`config.mk`:
```
export PLATFORM = sky130hd
export DESIGN_NAME = prio_encoder_rr
export DESIGN_NICKNAME = d
export VERILOG_FILES = /design/src/rtl/prio_encoder_rr.sv
export SDC_FILE = /design/constraint.sdc
export NUM_CORES = 1
export LEC_CHECK = 0
export CAP_MARGIN = 20
export CORE_ASPECT_RATIO = 0.7
export CORE_MARGIN = 8
export CORE_UTILIZATION = 25
export CTS_BUF_LIST = sky130_fd_sc_hd__clkbuf_8
export CTS_CLUSTER_SIZE = 30
export DETAILED_ROUTE_END_ITERATION = 8
export SLEW_MARGIN = 20
export SYNTH_ARGS = -nofsm -noshare
export SYNTH_HDL_FRONTEND = slang
export SYNTH_SLANG_ARGS = --single-unit
```
`constraint.sdc`:
```
create_clock -name clk -period 3.4 [get_ports clk]
set_clock_uncertainty 0.15 [all_clocks]
set_input_delay 0.68 -clock clk [delete_from_list [all_inputs] [get_ports clk]]
set_output_delay 0.68 -clock clk [all_outputs]
set_load 0.01 [all_outputs]
```
`src/rtl/prio_encoder_rr.sv`:
```
// N-input priority encoder with a registered valid/ready output stage and
// selectable fixed-priority (highest index wins) or round-robin arbitration.
module prio_encoder_rr #(
    parameter int N = 8
) (
    input  logic                 clk,
    input  logic                 rst,
    input  logic                 en,
    input  logic                 mode,
    input  logic [N-1:0]         d_in,
    input  logic                 ready_in,
    output logic [$clog2(N)-1:0] y_out,
    output logic                 valid_out,
    output logic                 multi_out
);

    localparam int W = $clog2(N);

    logic [W-1:0]   ptr;
    logic           cap;
    logic           any_hot;
    logic           multi_hot;
    logic [W-1:0]   fix_idx;
    logic [2*N-1:0] d_dbl;
    logic [2*N-1:0] d_rot;
    logic [W-1:0]   rot_idx;
    logic [W:0]     rr_sum;
    logic [W-1:0]   rr_idx;
    logic [W-1:0]   win_idx;
    logic [W-1:0]   ptr_next;

    assign cap = en && (!valid_out || ready_in);

    always_comb begin
        any_hot   = 1'b0;
        multi_hot = 1'b0;
        fix_idx   = '0;
        for (int i = 0; i < N; i++) begin
            if (d_in[i]) begin
                if (any_hot) multi_hot = 1'b1;
                any_hot = 1'b1;
                fix_idx = W'(i);
            end
        end
    end

    // Rotate the request vector so ptr lands at bit 0; the lowest set bit of
    // the rotated copy is the round-robin winner's offset from ptr.
    assign d_dbl = {d_in, d_in};
    assign d_rot = d_dbl >> ptr;

    always_comb begin
        rot_idx = '0;
        for (int i = N - 1; i >= 0; i--) begin
            if (d_rot[i]) rot_idx = W'(i);
        end
    end

    // ptr + offset is at most 2N-2, so one conditional subtract gives mod N.
    always_comb begin
        rr_sum = {1'b0, ptr} + {1'b0, rot_idx};
        if (rr_sum >= (W+1)'(N)) begin
            rr_sum = rr_sum - (W+1)'(N);
        end
        rr_idx = rr_sum[W-1:0];
    end

    assign win_idx  = mode ? rr_idx : fix_idx;
    assign ptr_next = (win_idx == W'(N - 1)) ? '0 : win_idx + W'(1);

    always_ff @(posedge clk or posedge rst) begin
        if (rst) begin
            y_out     <= '0;
            valid_out <= 1'b0;
            multi_out <= 1'b0;
            ptr       <= '0;
        end else if (cap) begin
            if (any_hot) begin
                y_out     <= win_idx;
                valid_out <= 1'b1;
                multi_out <= multi_hot;
                if (mode) ptr <= ptr_next;
            end else begin
                valid_out <= 1'b0;
                multi_out <= 1'b0;
            end
        end else if (valid_out && ready_in) begin
            valid_out <= 1'b0;
        end
    end

endmodule

```
After elaboration in Yosys (flattened, before gate mapping):

Cells that the tools add are included.
Widths: inputs -> output; s select.

* bitwise logic cells: 0
* multipliers: 0
* equality and inequality tests: 1
* reduce and logical (&&, ||, !) cells: 7
* shifts and indexed selects: 1
* multiplexer cells: 44
* divide/modulo/power cells: 0
* order comparisons: 1
* add/sub/neg operators: 3

Operators by type and width (count)
* $mux 3: 17
* $mux 1: 27
* $shr 16x3->8: 1
* $add 3x3->4: 1
* $ge 4x4->1 const B: 1
* $add 3x1->3 const B: 1
* $eq 3x3->1 const B: 1
* $reduce_and 3->1: 1
* $sub 3x1->3 const B: 1
* $logic_and 1x1->1: 2
* $reduce_and 2->1: 1
* $reduce_bool 2->1: 1
* $logic_not 1->1: 1
* $logic_or 1x1->1: 1

* latch bits: 0
* bits of input ports: 13
* output and inout port bits: 5
* memory bits (read-only): 0
* bits in registers: 8
* memory bits (writable): 0
* logic and storage cells: 61
* memories kept: 0

Depth between registers and ports, before layout:

* depth after elaboration: 16
* mapped depth: 17
* gate-level depth less buffers: 15

Worst setup path after synthesis:

OpenSTA, ideal clock, no wires.

* path type: in2reg
* start: input port d_in[0]
* end: register ptr[2]
* stages on the path: 15
* path buffers: 1
* library setup time: 0.094 ns
* setup slack: -0.277 ns
* required time: 3.156 ns
* arrival time: 3.433 ns
* cells stage by stage: buf_2 nor2b_1 a311oi_1 o311ai_1 o311ai_1 a221o_1 ha_1 inv_1 fa_1 and2_1 a31oi_1 ha_1 xor2_1 a21oi_1 a221oi_2

* word-level cells in the longest chain between the ends: 15

Ends and longest elaborated chain
* start, declared: RTL line 10 `input logic [N-1:0] d_in,`
* $shr 16x3->8 (*): RTL line 50 `assign d_rot = d_dbl >> ptr;`
* $mux 3 (7 in a row): RTL line 55 `if (d_rot[i]) rot_idx = W'(i);`
* $mux 3 (*): RTL line 55
* $add 3x3->4 (*): RTL line 61 `rr_sum = {1'b0, ptr} + {1'b0, rot_idx};`
* $ge 4x4->1 or $sub 3x1->3 (tied branches): RTL line 62, 63
* $mux 3 (*): RTL line 62 `if (rr_sum >= (W+1)'(N)) begin`
* $mux 3 (*): RTL line 68 `assign win_idx = mode ? rr_idx : fix_idx;`
* via win_idx[1]: RTL line 29 `logic [W-1:0] win_idx;`
* $add 3x1->3 or $eq 3x3->1 (tied branches): RTL line 69 `assign ptr_next = (win_idx == W'(N - 1)) ? '0 : win_idx + W'(1);`
* $mux 3 (*): RTL line 69
* end signal, assigned: RTL line 82 `if (mode) ptr <= ptr_next;`
* end, declared: RTL line 19 `logic [W-1:0] ptr;`

The timed path passes the listed nets; every way through them passes the cells marked *.
A chain may end at the register's enable or synchronous reset.

Worst setup path in the final report:

* start: input port d_in[1]
* end: register ptr[2]

Same word-level chain as after synthesis.

==> flow_summary.toml <==
[cells_and_area]
fillCellCount = 490
final_common_cell = "buf_4"
layout-drive-gt1-share_pct = 53.37
final_cell_mix = "buf_4 (46), nand2_1 (16), nor2_1 (13)"
fin_util_pct = 41.95
fin_cells = 265
seq_area_um2 = 201.4
design_area_mm2 = 0.001973
multi_input_area_mm2 = 0.001045
final_net_count = 226
area_growth_pct = 64.79
antennaDiodeCount = 0

[timing]
slew_headroom_pct = 68.45
grt_setup_unrepaired = "yes"
fin_crit_sh_pct = 102.4
hold_viol = 0
setup_ws_ns = -0.08221
final_max_slew_viol_count = 0
tightest_slew_ns = 0.4682
min_period_ns = 3.482
timing.fmax_ghz = 0.2872
setup_viol = 1

[drt]
routed_wl_mm = 4.143
wl_met1_mm = 2.076
dr_total_vias = 1375
routedWlPerCell_um = 15.63
ant_nets = 0
drc = 0
highest_layer = "met3"
drtPass1Iterations = 4
wl_met2_mm = 1.831
met3WireLength_um = 235
vias_per_cell = 5.189
drt-initial-drc-count = 56

[placed_design]
dpl-instance-area_mm2 = 0.001735
dpl.hpwl_mm = 3.103
dp.cells = 254
gp_congestion = 0.8600
io_buffers = 17

[power_and_ir_drop]
swShare_pct = 42.49
seq_power_share_pct = 12.5
p_int_mw = 0.7842
combPwrFrac_pct = 79.2
powerDensity_mw_per_mm2 = 691.0
ir_drop_mv = 0.2429
leakagePower_nw = 0.8286
net-switching-power_mw = 0.5793
power_mw = 1.364
clockPowerShare_pct = 8.3

[critical_path]
reg2reg_to = "ptr[2]"
endpoint_kind = "flop"
cp_max_fo = 9
reg2reg_depth = 16
r2r_start = "ptr[1]"
worst-setup-path-type = "in2reg"
startpoint_type = "input port"
critPathArrivalTime_ns = 3.47
critPathRequiredTime_ns = 3.39
r2r_slack_ns = -0.07
slowest_stage = "fa_1"
critical_path.startpoint = "d_in[1]"
crit_chain = "clkbuf_4 -> and3b_1 -> o21ai_2 -> a221oi_1 -> nor4_1 -> a21oi_1 -> a221o_1 -> ha_2 -> inv_2 -> fa_1 -> and2_4 -> a31oi_4 -> ha_4 -> xor2_4 -> a21oi_2 -> a221oi_2"
critPathMaxStageDelay_ns = 0.39

[die]
die-area_mm2 = 0.007296
row_count = 21
io_pins = 18
die_w_um = 98.72
start_util_pct = 25.46
dieHeight_um = 73.91
core_area_mm2 = 0.004703

[synth]
synth_top_flop_cell = "dfrtp_1"
ys_seq_elements = 8
synth_cell_types = 56
synth_async_sr_flop_share_pct = 100.0
syn_avg_cell_area_um2 = 8.201
synth_nets = 162
synth_edf_count = 0
synth_warnings = 0
ys_seq_area_share_pct = 16.72
synth_area_mm2 = 0.001197
syn_inst = 146

[hold_path]
holdPathEnd = "y_out[0]"
hp-start = "y_out[0]"
hold_class = "reg2reg"
holdPathStages = 1

[cts]
insertion_delay_ns = 0.23
htreeDepth = 1
clockBufferDepth = 2
clock_sinks = 8
cts-root-buf = "clkbuf_8"
cts_tree = "yes"
path_clk_slew_ns = 0.04
cts_buffers = 3

[flow_run]
max_cap_violations = 0

[grt]
grt_pass1_vias = 1388
grt_antenna_before_repair = 0
grt_usage_pct = 11.78
grt-ovfl-total = 0
grt_max_degree = 11
grt_pass1_wl_mm = 6.893

[run_status]
status = "finished with violations"
violations = "setup timing"
==> cell type report <==
cell class / count / area share [%]
Tap cell: 57 / 3.614
Inverter: 11 / 2.093
Multi-Input combinational cell: 116 / 52.95
Clock buffer: 3 / 2.093
Timing Repair Buffer: 70 / 29.04
Sequential cell: 8 / 10.21
==> per-layer routing <==
layer  GRT usage (%)  vias up
met3           2.649        0
met4          0.5076        0
met1           17.05      675
met2           18.11       33
li1                -      667
met5               0        -
==> critical path, delay by kind of cell <==
family | cells | cell delay, ns
xor+xnor | 1 | 0.17
compound gates | 7 | 0.99
simple gates | 3 | 0.63
buf+inv | 2 | 0.22
fa+ha+maj | 3 | 0.77
==> state kept, by name (all words and copies together) (netlist names) <==
name and cells:
ptr 3, valid_out 1, y_out 3, multi_out 1
==> cell usage after synthesis (2+ instances only) <==
cell type | n | share of area (%)
mux2i_1 | 5 | 4.2
nor2_1 | 13 | 4.1
or2_2 | 2 | 1.0
nand3_1 | 3 | 1.3
inv_1 | 10 | 3.1
a221o_1 | 2 | 1.7
buf_4 | 3 | 1.9
nand2b_1 | 2 | 1.0
o311ai_1 | 2 | 1.5
or2_1 | 2 | 1.0
mux2_2 | 2 | 1.9
mux4_2 | 3 | 5.6
nor2b_1 | 3 | 1.6
ha_1 | 2 | 2.1
dfrtp_1 | 8 | 17
a21oi_1 | 10 | 4.2
o21ai_0 | 6 | 2.5
buf_2 | 6 | 2.5
o21a_1 | 2 | 1.3
o21ai_1 | 3 | 1.3
nand2_1 | 16 | 5.0
and3b_1 | 2 | 1.5
a2111oi_0 | 2 | 1.5
a211oi_1 | 3 | 1.9
or4_4 | 2 | 1.9
a211o_1 | 2 | 1.5
==> logic make-up after synthesis <==
group / Yosys count / share of synthesized area, %
simple gates: 51 / 21.74
compound gates: 48 / 31.77
buf+inv: 22 / 9.091
mux: 11 / 13.90
flops: 8 / 16.72
fa+ha+maj: 4 / 4.702
xor+xnor: 2 / 2.090
==> power groups by stage <==
stage / clock network [mW] / registers (mW) / logic, mW
after floorplan: 0 / 0.167 / 0.534
after global placement: 0 / 0.167 / 0.878
after detailed placement: 0 / 0.165 / 0.887
after CTS: 0.116 / 0.169 / 1.00
after global routing: 0.120 / 0.175 / 1.17
final: 0.113 / 0.170 / 1.08
==> worst max path at each step <==
| stage | to | slack (ns) | cells past startpoint |
|---|---|---|---|
| floorplan | ptr[2] | -0.11 | 16 |
| global placement | ptr[2] | -0.86 | 15 |
| detailed placement | ptr[2] | -0.98 | 17 |
| CTS | ptr[2] | -0.13 | 16 |
| global route | ptr[2] | -0.22 | 16 |
| finish | ptr[2] | -0.08 | 16 |
==> through the flow <==
stage | worst slack, ns | TNS [ns] | hold WS (ns)
floorplan | -0.1139 | -0.1139 | 0.3457
global placement | -0.8611 | -3.364 | 0.3460
detailed placement | -0.9795 | -3.773 | 0.3378
CTS | -0.1302 | -0.1302 | 0.3562
global route | -0.2205 | -0.3994 | 0.3670
finish | -0.08221 | -0.08221 | 0.3512
==> what timing repair did <==
item,CTS,global route
gates cloned,0,0
pin swaps,14,4
buffers inserted,7,1
hold buffers,0,0
resized for setup,64,12
setup endpoints to repair,5,4
endpoints found under the hold margin,0,0
Power figures use the tool's default switching activity.
